File: src/rtl/seg_bcd_encoder_if.sv
// Input handshake bundle for seg_bcd_encoder.
// in_data/in_valid flow source->encoder, in_ready flows back.
interface seg_bcd_encoder_if #(
    parameter int IN_W = 7
);
    logic [IN_W-1:0] in_data;
    logic            in_valid;
    logic            in_ready;

    modport master (
        output in_data,
        output in_valid,
        input  in_ready
    );

    modport slave (
        input  in_data,
        input  in_valid,
        output in_ready
    );
endinterface

File: src/rtl/seg_bcd_encoder.sv
// Binary (0..127) to two-digit seven-segment encoder using a
// sequential double-dabble engine; values >=100 show dashes.
// Ports: clk, rst (sync, active-high), bus (slave: in_data,
// in_valid, in_ready), both7seg[13:0] {tens,units}, done, ovf.
// Option: define SEG_LZ_BLANK_EN to blank a leading zero tens digit.
module seg_bcd_encoder #(
    parameter int         IN_W     = 7,
    parameter logic [6:0] DASH_PAT = 7'h40
) (
    input  logic                clk,
    input  logic                rst,
    seg_bcd_encoder_if.slave    bus,
    output logic [13:0]         both7seg,
    output logic                done,
    output logic                ovf
);

    localparam int SR_W = IN_W + 8;

    typedef enum logic [1:0] {
        IDLE,
        SHIFT,
        ENCODE
    } state_t;

    state_t          state;
    logic            ready_q;
    logic [SR_W-1:0] sreg;
    logic [2:0]      cnt;
    logic            ovf_next;

    logic [SR_W-1:0] adj;
    logic [3:0]      tens;
    logic [3:0]      units;
    logic [6:0]      tens_pat;
    logic [6:0]      units_pat;

    function automatic logic [3:0] add3(input logic [3:0] n);
        return (n >= 4'd5) ? n + 4'd3 : n;
    endfunction

    function automatic logic [6:0] enc(input logic [3:0] d);
        logic [6:0] p;
        unique case (d)
            4'd0:    p = 7'h3F;
            4'd1:    p = 7'h06;
            4'd2:    p = 7'h5B;
            4'd3:    p = 7'h4F;
            4'd4:    p = 7'h66;
            4'd5:    p = 7'h6D;
            4'd6:    p = 7'h7D;
            4'd7:    p = 7'h07;
            4'd8:    p = 7'h7F;
            4'd9:    p = 7'h6F;
            default: p = 7'h00;
        endcase
        return p;
    endfunction

    assign tens  = sreg[SR_W-1 -: 4];
    assign units = sreg[SR_W-5 -: 4];

    // Both nibbles are corrected from their pre-shift values.
    always_comb begin
        adj = {add3(tens), add3(units), sreg[IN_W-1:0]};
    end

    always_comb begin
        units_pat = enc(units);
`ifdef SEG_LZ_BLANK_EN
        tens_pat = (tens == 4'd0) ? 7'h00 : enc(tens);
`else
        tens_pat = enc(tens);
`endif
    end

    assign bus.in_ready = ready_q;

    always_ff @(posedge clk) begin
        if (rst) begin
            state    <= IDLE;
            ready_q  <= 1'b1;
            sreg     <= '0;
            cnt      <= 3'd0;
            ovf_next <= 1'b0;
            both7seg <= 14'h0000;
            done     <= 1'b0;
            ovf      <= 1'b0;
        end else begin
            done <= 1'b0;
            unique case (state)
                IDLE: begin
                    if (bus.in_valid && ready_q) begin
                        sreg     <= {8'd0, bus.in_data};
                        ovf_next <= (bus.in_data >= IN_W'(100));
                        cnt      <= 3'd7;
                        state    <= SHIFT;
                        ready_q  <= 1'b0;
                    end
                end
                SHIFT: begin
                    sreg <= adj << 1;
                    cnt  <= cnt - 3'd1;
                    if (cnt == 3'd1) begin
                        state <= ENCODE;
                    end
                end
                ENCODE: begin
                    if (ovf_next) begin
                        both7seg <= {DASH_PAT, DASH_PAT};
                        ovf      <= 1'b1;
                    end else begin
                        both7seg <= {tens_pat, units_pat};
                        ovf      <= 1'b0;
                    end
                    done    <= 1'b1;
                    state   <= IDLE;
                    ready_q <= 1'b1;
                end
                default: begin
                    state   <= IDLE;
                    ready_q <= 1'b1;
                end
            endcase
        end
    end

endmodule

File: src/flat_wrapper.sv
// flat-port wrapper written by rule: the top's interface ports become plain ports
module seg_bcd_encoder_flat 
#(
    parameter int         IN_W     = 7,
    parameter logic [6:0] DASH_PAT = 7'h40
)
  (clk, rst, both7seg, done, ovf, bus_in_data, bus_in_valid, bus_in_ready);
  seg_bcd_encoder_if #(.IN_W(IN_W)) bus_i ();
  input  logic clk;
  input  logic rst;
  output logic [13:0] both7seg;
  output logic done;
  output logic ovf;
  input wire logic [$bits(bus_i.in_data)-1:0] bus_in_data;
  input wire logic [$bits(bus_i.in_valid)-1:0] bus_in_valid;
  output wire logic [$bits(bus_i.in_ready)-1:0] bus_in_ready;
  assign bus_i.in_data = bus_in_data;
  assign bus_i.in_valid = bus_in_valid;
  assign bus_in_ready = bus_i.in_ready;
  seg_bcd_encoder #(.IN_W(IN_W), .DASH_PAT(DASH_PAT)) u_core (.clk(clk), .rst(rst), .bus(bus_i), .both7seg(both7seg), .done(done), .ovf(ovf));
endmodule
File: config.mk
export PLATFORM = sky130hd
export DESIGN_NAME = seg_bcd_encoder_flat
export DESIGN_NICKNAME = d
export VERILOG_FILES = /design/src/rtl/seg_bcd_encoder_if.sv /design/src/rtl/seg_bcd_encoder.sv /design/src/flat_wrapper.sv
export SDC_FILE = /design/constraint.sdc
export NUM_CORES = 1
export LEC_CHECK = 0
export ABC_AREA = 0
export BUFFER_PORTS_ARGS = -buffer_cell sky130_fd_sc_hd__clkbuf_2
export CAP_MARGIN = 5
export CORE_MARGIN = 3
export CORE_UTILIZATION = 48
export CTS_CLUSTER_DIAMETER = 50
export DETAILED_ROUTE_END_ITERATION = 8
export GPL_TIMING_DRIVEN = 1
export PLACE_DENSITY_LB_ADDON = 0.12
export SLEW_MARGIN = 15
export SYNTH_ARGS = -nofsm -noshare
export SYNTH_HDL_FRONTEND = slang
export SYNTH_SLANG_ARGS = --single-unit
File: constraint.sdc
create_clock -name clk -period 3 [get_ports clk]
set_clock_uncertainty 0.05 [all_clocks]
set_input_delay 0.45 -clock clk [delete_from_list [all_inputs] [get_ports clk]]
set_output_delay 0.45 -clock clk [all_outputs]
set_load 0.1 [all_outputs]
* After elaboration in Yosys (flattened, before gate mapping)
Memory sizes are Yosys's and may differ from the RTL's. A register that Yosys moved wholly into a read port is not among the register bits.
Cells that the tools add are included.
** Storage, ports and cells
- Input port bits :: 10
- Memories kept :: 2
- Register bits :: 38
- Memory bits (read-only) :: 224
- Word-level logic and storage cells :: 47
- Output and inout bits :: 17
** Memory list
- (no name shown) :: words 16, bits a word 7, read ports 1, clocked after Yosys merged registers in 1, write ports 0, line seg_bcd_encoder.sv:44 : unique case (d)
- (no name shown) :: words 16, bits a word 7, read ports 1, clocked after Yosys merged registers in 1, write ports 0, line seg_bcd_encoder.sv:44
** Cells by class
- Reduce and logical (&&, ||, !) cells :: 7
- Equal/unequal tests :: 5
- Multiplexer cells :: 18
- Add/subtract/negate cells :: 3
- $lt $le $gt $ge :: 3
- Bitwise logic cells :: 1
** Operators with widths (count)
- $pmux W15 S2 :: 1
- $mux W4 :: 5
- $mux W15 :: 1
- $mux W14 :: 1
- $ge A4 B3 Y1 const B :: 2
- $reduce_and A2 Y1 :: 4
- $ge A7 B7 Y1 const B :: 1
- $mux W3 :: 2
- $pmux W3 S2 :: 1
- $add A4 B2 Y4 const B :: 1
- $mux W2 :: 2
- $ne A2 B1 Y1 const B :: 2
- $pmux W2 S2 :: 1
- $add A3 B2 Y3 const B :: 1
- $eq A3 B1 Y1 const B :: 1
- $mux W1 :: 3
- $sub A3 B1 Y3 const B :: 1
- $eq A2 B1 Y1 const B :: 1
- $eq A2 B2 Y1 const B :: 1
- $logic_not A2 Y1 :: 1
- $pmux W1 S2 :: 1
- $reduce_bool A2 Y1 :: 1
- $logic_and A1 B1 Y1 :: 1
- $not A1 Y1 :: 1

* Longest topological paths before layout
Gate-level depths: netlist of the first run.
- Word-level depth :: 5
- Mapped depth :: 12
- Gate-level depth less buffers :: 12

* Least setup slack after synthesis of the first run
OpenSTA, ideal clock, no wires.
- Path kind :: register to register
- From :: reg u_core.ready_q (netlist: u_core.bus.in_ready)
- To :: reg, netlist name u_core.tens_pat[3]
- Clock period less this slack :: 2925 ps
- Cell stages (with the launch flop) :: 11
- Arrival time :: 2748 ps
- Library setup time :: 127 ps
- Data required time :: 2823 ps
- Setup slack :: 75 ps
- Buffers on the path :: 1
- Path through :: dfxtp_1 nand3b_4 and2_4 buf_6 a22oi_2 nor2_1 inv_1 ha_1 inv_1 a22o_1 or3_1
** Between the ends
- Longest elaborated chain between the ends :: 5
** Ends and longest elaborated chain
- start: declaration :: line seg_bcd_encoder.sv:27 : logic ready_q;
- start signal: assignment :: line seg_bcd_encoder.sv:82 : ready_q <= 1'b1;
- start signal: assignment :: line seg_bcd_encoder.sv:98 : ready_q <= 1'b0;
- start signal: assignment :: line seg_bcd_encoder.sv:118 : ready_q <= 1'b1;
- $logic_and A1 B1 Y1 :: line seg_bcd_encoder.sv:93 : if (bus.in_valid && ready_q) begin
- $ne A2 B1 Y1 (no line)
- $reduce_and A2 Y1 (no line)
- $mux W4 (no line) (2 in a row)
No other way between the ends.
A chain may end at the register's enable or synchronous reset.

* Worst setup path in the final report of the first run
- From :: reg u_core.sreg[12]
- To :: reg, netlist name u_core.tens_pat[3]
** Between the ends
- Longest elaborated chain between the ends :: 5
** Ends and longest elaborated chain
- start: declaration :: line seg_bcd_encoder.sv:28 : logic [SR_W-1:0] sreg;
- start signal: assignment :: line seg_bcd_encoder.sv:94 : sreg <= {8'd0, bus.in_data};
- start signal: assignment :: line seg_bcd_encoder.sv:102 : sreg <= adj << 1;
- $ge A4 B3 Y1 or $add A3 B2 Y3 (tied branches) :: line seg_bcd_encoder.sv:39 : return (n >= 4'd5) ? n + 4'd3 : n;
- $mux W3 :: line seg_bcd_encoder.sv:39
- $pmux W15 S2 :: line seg_bcd_encoder.sv:91 : unique case (state)
- $mux W4 (no line) * (2 in a row)
Mark *: on every way between the ends. The rest lies on a longest branch, timed or not.

==> results by group, run 1 <==
Status
  – Outcome: complete, no violations

CTS
  – Root Driver: clkbuf_8
  – Post-CTS Setup Bufs: 0
  – Max Buffers Root-to-Sink: 2
  – CTS tree: built
  – PostCTS Resize Cnt: 0
  – # clock sinks: 52
  – CTS buffer count: 5
  – H-tree Lvls: 2
  – Worst skew pair latency: 310 ps
  – # hold bufs at CTS: 0
  – CTS clock-pin slew for the worst setup and hold paths: 100 ps

Logic synthesis
  – Netlist cell types: 50
  – Synth warn: 0
  – EDFF count, synth: 0
  – Synth Flop Type: dfxtp_1
  – Asr flop ratio synth: 0
  – Yosys reg bits: 52
  – Synthesized area: 2540 sq um
  – Syn_nets: 321
  – Mean area per synthesized cell: 8.66 sq um
  – Register area share after synthesis: 0.410
  – Gate Count Post-Synth: 293

Detailed routing
  – Via Count: 2033
  – Initial DRT Pass Iterations: 4
  – Drt first-iter violations: 112
  – Vias per Instance: 5.36
  – Drt wl/cell: 13.4 um
  – Routed wire length: 5.10 mm
  – ANT nets after route: 0
  – DRC Markers: 0

Finish
  – Non-filler cells, final: 379
  – Seq. cell area: 1040 sq um
  – Antenna diodes: 0
  – Nets: 339
  – Post-layout util: 0.565
  – Filler Cell Count: 472
  – Multi-input gate area: 1360 sq um
  – Share of layout cells above drive strength 1: 0.163
  – Layout overhead on the synthesized area: 9.36%

Worst hold path
  – Min-Delay Path Class: input pin to flop
  – Hold path depth: 3

Timing
  – Final Cycle Share: 0.848
  – Final WS setup: 457 ps
  – Max Freq: 0.393 GHz
  – Final period demand of the worst path: 2540 ps
  – Relative slew margins: 0.583
  – RSZ-0062 raised after global routing: no
  – Tightest Pin Transition: 625 ps
  – Worst hold slack: 331 ps
  – Setup violations, final: 0
  – Final Hold Fails: 0
  – Max Transition Viols Final: 0
  – Setup TNS: 0 ps

Placement
  – Dpl hpwl: 3.64 mm
  – DP Cell Count: 371
  – Routability cong.: 0.892
  – Place WS: 465 ps
  – IO buf count: 26

Floorplanning
  – Ports: 27
  – Core area: 4910 sq um
  – Die footprint: 6200 sq um
  – Starting Density: 0.517
  – # rows: 25
  – Die Span Y: 78.7 um
  – Die Wd: 78.7 um

Setup path
  – CP max FO: 7
  – CP required: 3140 ps
  – Reg2Reg Depth: 12
  – Worst path arrival time: 2690 ps
  – Startpoint types: flop
  – Worst Setup Path Type: flop to flop
  – Crit. End Element: flop

GRT
  – Largest net degree at the start of global routing: 28
  – GRT overflow: 0
  – Vias in the first global route: 1882
  – GR Util All Layers: 0.176
  – Initial antenna violation count: 0
  – Wire length of the first global-routing pass: 8.85 mm

Job
  – MaxCap Viol Count: 0

Power
  – Power density cells: 480 nW/um^2
  – Combinational share of power: 0.146
  – VDD IR max: 0.254 mV
  – Pint: 0.942 mW
  – Psw: 0.392 mW
  – Portion of total power attributed to the clock network: 0.295
  – Reg power frac: 0.559
  – Leak: 1.10 nW
  – Sw Share: 0.294
-- layout by cell type, fill, tap and decap left out, types with 2 or more instances in the layout --
cell	synthesis	layout
o21ai_0	2	2
a22oi_2	4	4
a21o_1	3	3
ha_1	18	18
nand3b_1	12	12
nand3_1	5	5
clkbuf_2	0	26
a22oi_1	4	4
clkbuf_8	0	5
or3_1	2	2
dfxtp_1	52	52
buf_4	1	4
a21oi_1	28	28
nor2b_1	2	2
nor4_1	3	3
mux2i_1	4	4
clkinv_2	0	2
a22o_1	2	2
o21ai_1	3	3
nand2b_1	5	5
a211o_1	2	2
a311oi_1	6	6
a211oi_1	3	3
nand2_1	32	32
o21bai_1	2	2
nor2_1	39	39
o2bb2ai_1	3	3
xnor2_1	2	2
nor3_1	6	6
inv_1	11	11
-- flip-flops by register name, summed over array words and instances (netlist names) --
register             cells
u_core.both7seg         14
u_core.cnt               3
u_core.units_pat         7
u_core.done              1
u_core.ovf               1
u_core.sreg             15
u_core.ovf_next          1
u_core.tens_pat          7
u_core.bus.in_ready      1
u_core.state             2
-- cell type report --
| class | count | area share |
|---|---|---|
| clock buffer | 5 | 0.0248 |
| timing repair buffer | 30 | 0.0577 |
| clock inverter | 3 | 0.00676 |
| inverter | 12 | 0.0162 |
| multi-input combinational | 210 | 0.489 |
| tap | 67 | 0.0302 |
| sequential | 52 | 0.375 |
-- Yosys cell counts, types with 3 or more instances --
library cell / count / area [sq um]
a211oi_1: 3 / 22.5
a21o_1: 3 / 22.5
a21oi_1: 28 / 140
a22oi_1: 4 / 30.0
a22oi_2: 4 / 50.1
a311oi_1: 6 / 52.6
buf_1: 5 / 18.8
buf_2: 3 / 15.0
clkbuf_1: 8 / 30.0
dfxtp_1: 52 / 1040
ha_1: 18 / 225
inv_1: 11 / 41.3
mux2i_1: 4 / 40.0
nand2_1: 32 / 120
nand2b_1: 5 / 31.3
nand3_1: 5 / 25.0
nand3b_1: 12 / 90.1
nor2_1: 39 / 146
nor3_1: 6 / 30.0
nor4_1: 3 / 18.8
o21ai_1: 3 / 15.0
o2bb2ai_1: 3 / 26.3
-- worst max-delay path, cell delays in order (launching register included) --
cell and delay (ps):
dfxtp_1 350, inv_1 80, ha_1 180, nand2b_1 150
a21oi_2 190, xnor2_1 100, a22oi_2 270, nor2_1 150
inv_1 140, ha_1 190, inv_1 50, a22o_1 200
or3_1 340
-- final timing paths --
| path | start | end | slack, ps |
|---|---|---|---|
| worst min register to register | u_core.both7seg[0] | u_core.both7seg[0] | 400 |
| worst min-delay path | bus_in_data[1] | u_core.sreg[1] | 330 |
| worst max register to register | u_core.sreg[12] | u_core.tens_pat[3] | 460 |
| worst max-delay path | u_core.sreg[12] | u_core.tens_pat[3] | 460 |
-- metrics by stage --
step                power [mW]  instance area (sq um)
finish                    1.33                   2780
global route              1.40                   2780
CTS                       1.34                   2780
detailed placement       0.957                   2690
global placement         0.953                   2690
floorplan                0.918                   2540
-- metal layers --
metal	vias to the layer above	GRT usage	wire length, um
met3	5	0.0442	153
met5	-	0	0
met1	950	0.232	2530
met2	28	0.282	2360
li1	1050	-	-
met4	0	0.0577	52
-- cell families (layout without fill, tap and decap cells) --
group                      Yosys count  count (layout)  share of synthesized area
and+or+nand+nor                    114             114                      0.222
adders and majority gates           18              18                     0.0887
AOI/OAI and AO/OA                   71              71                      0.199
DFF                                 52              52                      0.410
xor gates and xnor gates             3               3                     0.0104
buffers and inverters               31              50                     0.0547
muxes                                4               4                     0.0158
-- power groups by stage --
stage	sequential (mW)	combinational (mW)	clock, mW
4_1_cts	0.746	0.195	0.403
2_1_floorplan	0.796	0.122	0
3_5_place_dp	0.762	0.195	0
3_3_place_gp	0.761	0.192	0
6_report	0.746	0.194	0.394
5_1_grt	0.751	0.214	0.435
Note: power is estimated with default switching activity, not from simulation.
==> inputs of run 2 (changes only) <==
--- a/config.mk
+++ b/config.mk
@@ -5,7 +5,7 @@
 export SDC_FILE = /design/constraint.sdc
 export NUM_CORES = 1
 export LEC_CHECK = 0
-export ABC_AREA = 0
+export ABC_AREA = 1
 export BUFFER_PORTS_ARGS = -buffer_cell sky130_fd_sc_hd__clkbuf_2
 export CAP_MARGIN = 5
 export CORE_MARGIN = 3
==> constraint.sdc (replaced) <==
create_clock -name clk -period 2.3 [get_ports clk]
set_clock_uncertainty 0.05 [all_clocks]
set_input_delay 0.345 -clock clk [delete_from_list [all_inputs] [get_ports clk]]
set_output_delay 0.345 -clock clk [all_outputs]
set_load 0.1 [all_outputs]
==> results by group, run 2 <==
Setup path
  – R2R Path Start: u_core.sreg[11]
  – R2r setup slk: 320 ps (-140 ps)
  – Startpoint types: flop
  – CP max stage delay: 390 ps (+40 ps)
  – Reg2Reg Depth: 15 (+3)
  – Crit. End Element: flop
  – CP max-delay cell: dfxtp_1
  – Cell Chain, Critical Path: inv_1 > ha_1 > inv_1 > nand2_1 > nand3_1 > nand2_1 > nand3_1 > nand2_1 > nand2_2 > inv_1 > ha_1 > nand3b_1 > nand2_1 > nand2_1 > nand2_1
  – CP required: 2500 ps (-640 ps)
  – Worst path arrival time: 2180 ps (-510 ps)
  – CP max FO: 6 (-1)
  – Worst path most repeated cell: nand2_1
  – Worst path top cell family by delay: simple AND/OR/NAND/NOR gates
  – R2R Path End: u_core.tens_pat[6]
  – Worst Setup Path Type: flop to flop
  – Stages on worst setup path: 15 (+3)
  – Critical path buffers and inverters: 3 (unchanged)

Finish
  – Most frequent cells in the layout: nand2_1, dfxtp_1, inv_1
  – Non-filler cells, final: 414 (+9.2%)
  – Biggest register: u_core.sreg
  – Nets: 374 (+10%)
  – Share of layout cells above drive strength 1: 0.205 (+0.0411)
  – Largest regs: u_core.sreg: 15 flops, u_core.both7seg: 14 flops
  – Post-layout util: 0.575 (+0.00988)
  – Layout overhead on the synthesized area: 12.7%
  – Antenna diodes: 0 (unchanged)
  – Most common cell after layout, fill and taps aside: nand2_1
  – Largest register FFs: 15 (unchanged)
  – Filler Cell Count: 451 (-4.4%)
  – Post-route cell area: 2790 sq um (+0.45%)

Placement
  – Place WS: 284 ps (-180 ps)
  – DP Cell Count: 406 (+9.4%)
  – IO buf count: 26 (unchanged)
  – Routability cong.: 0.766 (-14%)
  – Placement Cell Area: 2670 sq um (-0.65%)
  – Dpl hpwl: 3.32 mm (-8.8%)

Logic synthesis
  – EDFF count, synth: 0 (unchanged)
  – Cell taking the most area after synthesis: dfxtp_1
  – Synth warn: 0 (unchanged)
  – Mean area per synthesized cell: 7.78 sq um (-10%)
  – Register area share after synthesis: 0.421 (+0.0108)
  – Gate Count Post-Synth: 318 (+8.5%)
  – Count leader, synth: nand2_1
  – Synth Flop Type: dfxtp_1
  – Syn_nets: 346 (+7.8%)
  – Asr flop ratio synth: 0 (unchanged)
  – Synth cell count leaders: nand2_1, dfxtp_1, inv_1
  – Top cell type's share of synthesized area: 0.421 (+0.0108)
  – Synth area leaders: dfxtp_1, nand2_1, ha_1
  – Synthesized area: 2470 sq um (-2.6%)
  – Netlist cell types: 29 (-42%)
  – Yosys reg bits: 52 (unchanged)

Timing
  – Relative slew margins: 0.637 (+0.0536)
  – Final WS setup: 318 ps (-140 ps)
  – Tightest Pin Transition: 547 ps (-78.1 ps)
  – Max Transition Viols Final: 0 (unchanged)
  – Max Freq: 0.504 GHz (+28%)
  – Setup TNS: 0 ps (unchanged)
  – Final period demand of the worst path: 1980 ps (-560 ps)
  – Worst hold slack: 225 ps (-105 ps)
  – Setup violations, final: 0 (unchanged)
  – Final Cycle Share: 0.862 (+0.0143)
  – Final Hold Fails: 0 (unchanged)
  – RSZ-0062 raised after global routing: no

Power
  – Psw: 0.504 mW (+29%)
  – Sw Share: 0.274 (-0.0194)
  – Power density cells: 659 nW/um^2 (+37%)
  – Portion of total power attributed to the clock network: 0.344 (+0.049)
  – Design Power: 1.84 mW (+38%)
  – Pint: 1.33 mW (+42%)
  – Leak: 1.34 nW (+21%)
  – Combinational share of power: 0.130 (-0.016)
  – Reg power frac: 0.526 (-0.033)
  – VDD IR max: 0.315 mV (+24%)

CTS
  – PostCTS Resize Cnt: 0 (unchanged)
  – # clock sinks: 52 (unchanged)
  – Post-CTS Setup Bufs: 0 (unchanged)
  – CTS clock-pin slew for the worst setup and hold paths: 100 ps (about the same)
  – CTS tree: built
  – Max Buffers Root-to-Sink: 2 (unchanged)
  – # hold bufs at CTS: 0 (unchanged)
  – Worst skew pair latency: 300 ps (about the same)
  – Root Driver: clkbuf_8
  – H-tree Lvls: 2 (unchanged)
  – CTS buffer count: 5 (unchanged)

GRT
  – Wire length of the first global-routing pass: 7.71 mm (-13%)
  – GRT overflow: 0 (unchanged)
  – Initial antenna violation count: 0 (unchanged)
  – Vias in the first global route: 1766 (-6.2%)
  – GR Util All Layers: 0.156 (-0.0205)
  – Largest net degree at the start of global routing: 25 (-11%)

Detailed routing
  – Routed wire length: 4.45 mm (-13%)
  – Drt first-iter violations: 71 (-37%)
  – ANT nets after route: 0 (unchanged)
  – Vias per Instance: 4.73 (-12%)
  – Met3 routed WL: 136 um (-11%)
  – M1 WL: 2.38 mm (-6.0%)
  – DRC Markers: 0 (unchanged)
  – Drt wl/cell: 10.7 um (-20%)
  – Highest routed layer: met4
  – Met2 WL: 1.87 mm (-21%)
  – Initial DRT Pass Iterations: 4 (unchanged)
  – Via Count: 1958 (-3.7%)

Floorplanning
  – # rows: 25 (unchanged)
  – Starting Density: 0.510 (-0.00675)
  – Die Span Y: 77.8 um (-1.2%)
  – Die footprint: 6050 sq um (-2.4%)
  – Ports: 27 (unchanged)
  – Die Wd: 77.8 um (-1.2%)
  – Core area: 4850 sq um (-1.3%)

Worst hold path
  – Hold Startpoint: bus_in_data[0]
  – Hold path depth: 3 (unchanged)
  – Min-Delay Path Class: input pin to flop
  – Hold endpoint: u_core.sreg[0]

Status
  – Outcome: complete, no violations

Job
  – MaxCap Viol Count: 0 (unchanged)
run 2: cell types whose count changed after synthesis, moves of 6 or more:
cell	previous run	this run
nand2_1	32	105
nor2_1	39	8
inv_1	11	27
a21oi_1	28	18
nand2_2	0	9
clkbuf_1	8	0
o21ai_0	2	10
nand3_1	5	12
a311oi_1	6	0
a31oi_1	1	7
run 2: power groups by stage:
| stage | clock network (mW) | registers (mW) | logic (mW) |
|---|---|---|---|
| floorplan | 0 | 1.04 | 0.135 |
| global placement | 0 | 0.987 | 0.236 |
| detailed placement | 0 | 0.987 | 0.239 |
| CTS | 0.656 | 0.966 | 0.240 |
| global route | 0.695 | 0.973 | 0.265 |
| finish | 0.633 | 0.966 | 0.239 |
run 2: layout make-up:
| type | instances | area [sq um] | share of cell area |
|---|---|---|---|
| repair buffers | 30 | 160 | 0.0574 |
| inverters | 35 | 139 | 0.0498 |
| well taps | 67 | 83.8 | 0.0301 |
| clock buffers | 5 | 68.8 | 0.0247 |
| clock inverters | 3 | 46.3 | 0.0166 |
| multi-input cells | 222 | 1250 | 0.448 |
| flip-flops and latches | 52 | 1040 | 0.374 |
run 2: metal layers:
metal | vias up | global-route usage
li1 | 1072 | -
met1 | 852 | 0.211
met2 | 29 | 0.243
met3 | 5 | 0.0290
met4 | 0 | 0.0623
met5 | - | 0
run 2: how the worst max path moves through the flow:
stage                        startpoint             endpoint  slack, ps
floorplan           u_core.bus.in_ready   u_core.tens_pat[1]        250
detailed placement      u_core.sreg[11]   u_core.tens_pat[6]        280
global route             u_core.sreg[8]  u_core.units_pat[3]         90
finish                  u_core.sreg[11]   u_core.tens_pat[6]        320
CTS                     u_core.sreg[11]   u_core.tens_pat[6]        260
global placement        u_core.sreg[11]   u_core.tens_pat[6]        300
run 2: worst reg2reg max path: cells and delay by family, from the launching register on:
kind,cells,cell delay [ps]
DFF,1,390
buffers and inverters,3,230
adders and majority gates,2,380
and+or+nand+nor,10,900
run 2: cells by family (layout without fill, tap and decap cells):
| family | after synthesis | count (layout) | synth area share |
|---|---|---|---|
| compound gates | 42 | 42 | 0.0986 |
| fa+ha+maj | 18 | 18 | 0.0910 |
| buf+inv | 44 | 73 | 0.0754 |
| flops | 52 | 52 | 0.421 |
| simple gates | 162 | 162 | 0.314 |
